<file path="config.mk">
export PLATFORM = sky130hd
export DESIGN_NAME = spi_wb_bridge
export DESIGN_NICKNAME = d
export VERILOG_FILES = /design/src/rtl/spi_wb_bridge.sv
export SDC_FILE = /design/constraint.sdc
export NUM_CORES = 1
export LEC_CHECK = 0
export ABC_AREA = 0
export CAP_MARGIN = 20
export CORE_UTILIZATION = 35
export CTS_BUF_LIST = sky130_fd_sc_hd__clkbuf_2 sky130_fd_sc_hd__clkbuf_4 sky130_fd_sc_hd__clkbuf_8
export DETAILED_ROUTE_END_ITERATION = 10
export PLACE_DENSITY_LB_ADDON = 0.05
export SYNTH_ARGS = -nofsm -noshare
export SYNTH_HDL_FRONTEND = slang
export SYNTH_SLANG_ARGS = --single-unit
</file>
<file path="constraint.sdc">
create_clock -name wb_clk_i -period 3.8 [get_ports wb_clk_i]
set_input_delay 0.38 -clock wb_clk_i [delete_from_list [all_inputs] [get_ports wb_clk_i]]
set_output_delay 0.38 -clock wb_clk_i [all_outputs]
set_load 0.05 [all_outputs]
</file>
<file path="src/rtl/spi_wb_bridge.sv">
// SPI-slave (mode 0) to Wishbone-master bridge: single/burst reads and writes with auto-increment,
// one WB cycle at a time, abandoned after TIMEOUT clocks without ack.
module spi_wb_bridge #(
  parameter int unsigned TIMEOUT     = 32,
  parameter int unsigned SYNC_STAGES = 2
) (
  input  logic        wb_clk_i,
  input  logic        wb_rst_i,
  output logic [31:0] wbm_adr_o,
  output logic [31:0] wbm_dat_o,
  input  logic [31:0] wbm_dat_i,
  output logic        wbm_we_o,
  output logic [3:0]  wbm_sel_o,
  output logic        wbm_stb_o,
  output logic        wbm_cyc_o,
  input  logic        wbm_ack_i,
  input  logic        spi_sclk_i,
  input  logic        spi_mosi_i,
  input  logic        spi_cs_ni,
  output logic        spi_miso_o,
  output logic        err_o,
  output logic        busy_o
);

  localparam int unsigned TW = (TIMEOUT > 1) ? $clog2(TIMEOUT) : 1;

  typedef enum logic [2:0] {
    S_IDLE, S_CMD, S_ADDR, S_WDATA, S_RTURN, S_RDATA, S_DONE
  } state_t;

  state_t state, state_nxt;

  logic [SYNC_STAGES-1:0] sclk_sync, mosi_sync, cs_sync;
  logic sclk_d, cs_d;
  logic sclk_s, mosi_s, cs_s;
  logic sclk_rise_c, sclk_fall_c, cs_rise_c, cs_fall_c;

  logic [4:0]  bit_cnt;
  logic [31:0] rx_sr, tx_sr, addr, prefetch;
  logic [31:0] rx_word_c;
  logic        is_read;
  logic        last8_c, last32_c;

  logic        req_c, req_we_c, load_c, shift_c;
  logic [31:0] req_adr_c;

  logic          buf_valid, buf_we;
  logic [31:0]   buf_adr, buf_dat;
  logic          start_c, cap_c, st_we_c;
  logic [31:0]   st_adr_c, st_dat_c;
  logic [TW-1:0] to_cnt;

  // Input synchronizers; CS idles high so reset does not fake a falling edge
  always_ff @(posedge wb_clk_i or negedge wb_rst_i) begin
    if (!wb_rst_i) begin
      sclk_sync <= '0;
      mosi_sync <= '0;
      cs_sync   <= '1;
      sclk_d    <= 1'b0;
      cs_d      <= 1'b1;
    end else begin
      sclk_sync <= {sclk_sync[SYNC_STAGES-2:0], spi_sclk_i};
      mosi_sync <= {mosi_sync[SYNC_STAGES-2:0], spi_mosi_i};
      cs_sync   <= {cs_sync[SYNC_STAGES-2:0], spi_cs_ni};
      sclk_d    <= sclk_s;
      cs_d      <= cs_s;
    end
  end

  assign sclk_s      = sclk_sync[SYNC_STAGES-1];
  assign mosi_s      = mosi_sync[SYNC_STAGES-1];
  assign cs_s        = cs_sync[SYNC_STAGES-1];
  assign sclk_rise_c = sclk_s & ~sclk_d;
  assign sclk_fall_c = ~sclk_s & sclk_d;
  assign cs_rise_c   = cs_s & ~cs_d;
  assign cs_fall_c   = ~cs_s & cs_d;
  assign rx_word_c   = {rx_sr[30:0], mosi_s};
  assign last8_c     = (bit_cnt == 5'd7);
  assign last32_c    = (bit_cnt == 5'd31);

  always_ff @(posedge wb_clk_i or negedge wb_rst_i) begin
    if (!wb_rst_i) state <= S_IDLE;
    else           state <= state_nxt;
  end

  always_comb begin
    state_nxt = state;
    if (cs_rise_c) begin
      state_nxt = S_IDLE;
    end else begin
      case (state)
        S_IDLE:  if (cs_fall_c) state_nxt = S_CMD;
        S_CMD:   if (sclk_rise_c && last8_c)
                   state_nxt = (rx_word_c[7:0] == 8'h01 || rx_word_c[7:0] == 8'h02) ? S_ADDR : S_DONE;
        S_ADDR:  if (sclk_rise_c && last32_c) state_nxt = is_read ? S_RTURN : S_WDATA;
        S_RTURN: if (sclk_rise_c && last8_c) state_nxt = S_RDATA;
        default: state_nxt = state;
      endcase
    end
  end

  // WB launch requests and MISO load/shift strobes
  always_comb begin
    req_c     = 1'b0;
    req_we_c  = 1'b0;
    req_adr_c = addr;
    load_c    = 1'b0;
    shift_c   = 1'b0;
    if (!cs_rise_c) begin
      case (state)
        S_ADDR: if (sclk_rise_c && last32_c && is_read) begin
          req_c     = 1'b1;
          req_adr_c = rx_word_c;
        end
        S_WDATA: if (sclk_rise_c && last32_c) begin
          req_c    = 1'b1;
          req_we_c = 1'b1;
        end
        S_RDATA: if (sclk_fall_c) begin
          if (bit_cnt == 5'd0) begin
            load_c    = 1'b1;
            req_c     = 1'b1;
            req_adr_c = addr + 32'd4;
          end else begin
            shift_c = 1'b1;
          end
        end
        default: ;
      endcase
    end
  end

  always_ff @(posedge wb_clk_i or negedge wb_rst_i) begin
    if (!wb_rst_i) begin
      bit_cnt    <= '0;
      rx_sr      <= '0;
      tx_sr      <= '0;
      addr       <= '0;
      is_read    <= 1'b0;
      spi_miso_o <= 1'b0;
      busy_o     <= 1'b0;
    end else begin
      if (cs_fall_c) begin
        bit_cnt <= '0;
      end else if (sclk_rise_c && state != S_IDLE && state != S_DONE) begin
        rx_sr   <= rx_word_c;
        bit_cnt <= ((state == S_CMD || state == S_RTURN) && last8_c) ? 5'd0 : bit_cnt + 5'd1;
      end
      if (state == S_CMD && sclk_rise_c && last8_c)
        is_read <= (rx_word_c[7:0] == 8'h02);
      if (state == S_ADDR && sclk_rise_c && last32_c)
        addr <= rx_word_c;
      else if (req_c)
        addr <= addr + 32'd4;
      if (cs_rise_c || state != S_RDATA) begin
        spi_miso_o <= 1'b0;
      end else if (load_c) begin
        tx_sr      <= prefetch;
        spi_miso_o <= prefetch[31];
      end else if (shift_c) begin
        tx_sr      <= {tx_sr[30:0], 1'b0};
        spi_miso_o <= tx_sr[30];
      end
      busy_o <= (state != S_IDLE) || wbm_cyc_o || buf_valid;
    end
  end

  // A request arriving while the engine is busy waits in a one-entry buffer
  assign start_c  = !wbm_cyc_o && (buf_valid || req_c);
  assign cap_c    = req_c && (wbm_cyc_o || buf_valid);
  assign st_adr_c = buf_valid ? buf_adr : req_adr_c;
  assign st_dat_c = buf_valid ? buf_dat : rx_word_c;
  assign st_we_c  = buf_valid ? buf_we  : req_we_c;

  always_ff @(posedge wb_clk_i or negedge wb_rst_i) begin
    if (!wb_rst_i) begin
      wbm_cyc_o <= 1'b0;
      wbm_stb_o <= 1'b0;
      wbm_we_o  <= 1'b0;
      wbm_sel_o <= 4'h0;
      wbm_adr_o <= '0;
      wbm_dat_o <= '0;
      prefetch  <= '0;
      err_o     <= 1'b0;
      to_cnt    <= '0;
      buf_valid <= 1'b0;
      buf_we    <= 1'b0;
      buf_adr   <= '0;
      buf_dat   <= '0;
    end else begin
      if (cs_fall_c) err_o <= 1'b0;
      if (cap_c) begin
        buf_valid <= 1'b1;
        buf_we    <= req_we_c;
        buf_adr   <= req_adr_c;
        buf_dat   <= rx_word_c;
      end else if (start_c && buf_valid) begin
        buf_valid <= 1'b0;
      end
      if (start_c) begin
        wbm_cyc_o <= 1'b1;
        wbm_stb_o <= 1'b1;
        wbm_sel_o <= 4'hF;
        wbm_we_o  <= st_we_c;
        wbm_adr_o <= st_adr_c;
        if (st_we_c) wbm_dat_o <= st_dat_c;
        to_cnt    <= '0;
      end else if (wbm_cyc_o) begin
        // ack is checked first so it wins over a simultaneous timeout
        if (wbm_ack_i) begin
          wbm_cyc_o <= 1'b0;
          wbm_stb_o <= 1'b0;
          wbm_we_o  <= 1'b0;
          wbm_sel_o <= 4'h0;
          if (!wbm_we_o) prefetch <= wbm_dat_i;
        end else if (to_cnt == TW'(TIMEOUT - 1)) begin
          wbm_cyc_o <= 1'b0;
          wbm_stb_o <= 1'b0;
          wbm_we_o  <= 1'b0;
          wbm_sel_o <= 4'h0;
          err_o     <= 1'b1;
          if (!wbm_we_o) prefetch <= '1;
        end else begin
          to_cnt <= to_cnt + TW'(1);
        end
      end
    end
  end

endmodule
</file>
# Yosys cells after proc, flatten, opt, wreduce, memory -nomap -nowiden
# Cells that the tools add are included.
# Widths: inputs -> output; s select.
word_totals:
  in_bits: 38
  out_inout_bits: 74
  register_bits: 288
  wordCells: 168
op_classes:
  n_bitwise: 11
  eq_ne: 20
  n_mux: 68
  reduce_logical: 40
  addsub: 3
ops:
  columns: ["op", "n"]
  rows:
  - ["$mux 32", 12]
  - ["$pmux 32 s2", 1]
  - ["$mux 31", 2]
  - ["$mux 5", 7]
  - ["$mux 1", 33]
  - ["$add 32x3->32 const B", 1]
  - ["$mux 3", 7]
  - ["$ne 3x3->1 const B", 6]
  - ["$mux 4", 4]
  - ["$logic_and 1x1->1", 13]
  - ["$pmux 3 s4", 1]
  - ["$reduce_bool 2->1", 6]
  - ["$add 5x1->5 const B", 2]
  - ["$eq 5x5->1 const B", 2]
  - ["$reduce_and 5->1", 2]
  - ["$reduce_bool 3->1", 3]
  - ["$eq 8x1->1 const B", 1]
  - ["$eq 8x2->1 const B", 1]
  - ["$reduce_and 2->1", 4]
  - ["$logic_or 1x1->1", 7]
  - ["$not 1->1", 7]
  - ["$eq 3x2->1 const B", 2]
  - ["$eq 3x3->1 const B", 2]
  - ["$ne 2x2->1 const B", 3]
  - ["other kinds (10)", 13]

# Logic depth before layout (Yosys ltp)
depth:
  word_depth: 12
  mapped_depth: 11

# Least setup slack after synthesis
# No wires, ideal clock.
synth_path:
  kind: "register to register"
  startpoint: "reg cs_d"
  endpoint: "reg wbm_adr_o[26]"
  path_buffers: 2
  t_required_ns: 3.665
  setup_slack_ns: 1.350
  synth_period_minus_slack_ns: 2.450
  arrival_ns: 2.316
  stages_incl_launch_ff: 10
  setup_ns: 0.135
  path_cell_list: "dfstp_2 inv_1 ha_1 or4b_1 clkbuf_1 nor2_2 nor2_1 buf_2 a221oi_1 o211ai_2"
synth_between:
  elab_chain_cells: 5
  elab_cells_between_ends: 7
  classes_between: "mux: 3; bitwise: 2; reduce/logical: 2"
synth_lines:
  columns: ["item", "line_no", "rtl"]
  rows:
  - ["start: declaration", "34", "logic sclk_d, cs_d;"]
  - ["start signal: assignment", "66", "cs_d <= cs_s;"]
  - ["$not 1->1 *", "75", "assign cs_rise_c = cs_s & ~cs_d;"]
  - ["$and 1x1->1 *", "75", null]
  - ["$mux 1", "109", "if (!cs_rise_c) begin"]
  - ["$logic_or 1x1->1", "169", "assign start_c = !wbm_cyc_o && (buf_valid || req_c);"]
  - ["$logic_and 1x1->1", "169", null]
  - ["end signal: assignment", "205", "wbm_adr_o <= st_adr_c;"]
  - ["end: declaration", "9", "output logic [31:0] wbm_adr_o,"]
# Every way passes the cells marked *; elsewhere a longest branch is shown, timed or not.
# A chain may end at the register's enable or synchronous reset.

# Worst setup path in the final report
layout_path:
  startpoint: "reg cs_d"
  endpoint: "reg wbm_adr_o[7]"
# Same word-level chain as after synthesis.

==> flow_summary.toml <==
[yosys]
syn_area_per_cell_um2 = 9.351
synth_flop_cell = "dfrtp_1"
ys_seq_area_frac = 0.5219
ys_top_cells_by_count = "306 x nand2_1, 281 x dfrtp_1, 152 x nor2_1"
yosys.area.top_type = "dfrtp_1"
ys_seq_elements = 284
syn_area_mm2 = 0.01362
synth_cell_types = 66
yosysWarnings = 0
yosysMostFrequentCell = "nand2_1"
synthTopCellsByArea = "dfrtp_1 52%, nand2_1 8.4%, nor2_1 4.2%"
netlist_instances = 1457
synth.top_cell.area_share = 0.5161
synth_edf_count = 0
synth_nets = 1503
async_flop_share = 1.000

[place]
gp_congestion = 0.8441
hpwl_um = 24600
dp_slack_ns = 0.2431
dpl-instance-area_mm2 = 0.01530
place_inst = 2015
portBuffers = 111

[finish]
diodes = 0
fin_util = 0.4321
syn2layout_area_growth_pct = 20.58
num-nets-final = 1605
drive_gt1_frac = 0.1497
final_cells = 2107
final_cell_area_mm2 = 0.01643
n_fill_cell = 3856

[sta]
finalSetupTns_ns = 0
max_freq_ghz = 0.2889
slew_headroom = 0.3143
setup_viol_count_final = 0
fin_skew_ns = 0.02915
period_share = 0.9110
maxSlewViolCount = 0
fin_crit_ns = 3.462
whs_ns = 0.1800
max_slew.worst_pin.slew_ns = 1.029
finalHoldViolations = 0
fin_ws_ns = 0.3382
rsz0062_at_grt = "false"

[setup_path]
r2r-start = "cs_d$_DFF_PN1_"
rr_worst_depth = 8
r2r-end = "wbm_adr_o[7]$_DFFE_PN0P_"
worstPathRequired_ns = 4.33
cp.arrival_ns = 3.99
setup.worst_path.start = "cs_d$_DFF_PN1_"
end_kind = "register"
crit_end = "wbm_adr_o[7]$_DFFE_PN0P_"
criticalPathCategory = "register to register"
start_kind = "register"
critical_path.max_fanout = 23
r2r_slack_ns = 0.34

[route]
vias = 10540
wirelength_um = 37270
viasPerCell = 5.004
drc = 0
drt-pass1-iter-count = 5
drtIter0Drc = 574
detail-route-antenna-nets = 0
wl_per_cell_um = 17.69

[floorplan]
start_util = 0.3583
dieHeight_um = 199.3
die_w_um = 199.3
fp.coreArea_mm2 = 0.03802
die-area_mm2 = 0.03972
boundaryPins = 112
num_rows = 71

[power_and_ir_drop]
p_leak_nw = 7.107
power_density_mw_per_mm2 = 515.2
p_total_mw = 8.464
peakVddDrop_mv = 0.4193

[clock_tree]
cts_setup_buffers = 0
path_clk_slew_ns = 0.05
cts_root_buf = "clkbuf_8"
cts_tree = "built"
clock_sinks = 284
clkLatencyLatePin_ns = 0.64
htree_levels = 2
cts_buffer_depth = 3
numCtsBuffers = 52

[min_path]
hp-class = "input pin to register"
worstHoldPathCells = 1

[run_status]
status = "complete, no violations"

[grt]
grt_pass1_vias = 10310
grt_max_degree = 130
antenna_found_initial = 0
grt_usage = 0.1958
overflow = 0
grt_pass1_wl_um = 60060

[run]
maxCapViolCount = 0
kinds of logic after synthesis:
family	count (synthesis)	synth area share
AO/OA/AOI/OAI	317	0.1573
XOR/XNOR	35	0.02250
adder cells (fa/ha/maj)	8	0.007347
buffers and inverters	160	0.05225
flip-flops	284	0.5219
multiplexers	75	0.05822
AND/OR/NAND/NOR	578	0.1805
flip-flops by register name (all words and copies together), names as in the netlist, 31 cells and up:
register / flops
wbm_dat_o: 32
buf_dat: 32
rx_sr: 31
prefetch: 32
wbm_adr_o: 32
addr: 32
tx_sr: 31
buf_adr: 32
final cells by class:
| cell class | instances | area, um^2 | share of cell area |
|---|---|---|---|
| Clock inverter | 9 | 132.6 | 0.008073 |
| Inverter | 50 | 187.7 | 0.01142 |
| Tap cell | 511 | 639.4 | 0.03892 |
| Timing Repair Buffer | 158 | 1521 | 0.09261 |
| Sequential cell | 284 | 7112 | 0.4329 |
| Clock buffer | 82 | 984.7 | 0.05994 |
| Multi-Input combinational cell | 1013 | 5851 | 0.3561 |
layout by cell type (no fill, tap or decap), types with 5 or more instances in the layout:
master,n
nand2_1,306
dfrtp_1,280
nor2_1,149
clkdlybuf4s50_1,110
o21ai_0,92
a31oi_1,76
clkbuf_8,59
inv_1,49
nand3_1,48
buf_4,42
mux2i_1,41
a21oi_1,35
mux2_2,34
xnor2_1,24
clkbuf_4,23
o211ai_2,20
a21oi_2,18
nand4_1,12
xor2_1,11
and3_1,9
nor3_1,8
o311a_1,8
ha_1,8
or3_1,6
o21a_1,6
a211oi_1,6
a21o_1,6
a221oi_1,6
o21ai_1,6
o211ai_1,5
a22o_1,5
nor3_2,5
o31ai_1,5
how the worst min path moves through the flow:
| stage | from | to | slack [ns] |
|---|---|---|---|
| after floorplan | wb_rst_i | addr[0]$_DFFE_PN0P_ | 0.08 |
| after global placement | mosi_sync[0]$_DFF_PN0_ | mosi_sync[1]$_DFF_PN0_ | 0.33 |
| after global routing | spi_cs_ni | cs_sync[0]$_DFF_PN1_ | 0.16 |
| after detailed placement | mosi_sync[0]$_DFF_PN0_ | mosi_sync[1]$_DFF_PN0_ | 0.34 |
| after CTS | spi_cs_ni | cs_sync[0]$_DFF_PN1_ | 0.13 |
| final | spi_cs_ni | cs_sync[0]$_DFF_PN1_ | 0.18 |
layer usage:
metal	vias to the layer above	share of wire	global-route usage	wire length, um
li1	5201	-	-	-
met1	5066	0.47	0.2723	17380
met5	-	0	0	0
met2	219	0.47	0.3087	17490
met4	0	0.026	0.07293	953
met3	57	0.039	0.02802	1446
where the power goes:
part           internal, mW  total (mW)  switching, mW
Clock                  1.84        3.16           1.31
Combinational         0.591        1.42          0.829
Sequential             3.48        3.89          0.407
critical path, stage by stage (launching register included):
cell,delay (ns)
dfstp_2,0.53
inv_1,0.04
ha_1,0.36
nand4bb_2,0.46
or3_2,0.54
and2_1,0.40
a21oi_4,0.43
nand2_4,0.31
o211ai_1,0.31
timing repair:
item / 4_1_cts / 5_1_grt
setup endpoints to repair: 0 / 1
hold buffers: 1 / 0
endpoints found under the hold margin: 122 / 0
gates resized for setup: 0 / 1
Note: power is estimated with default switching activity, not from simulation.
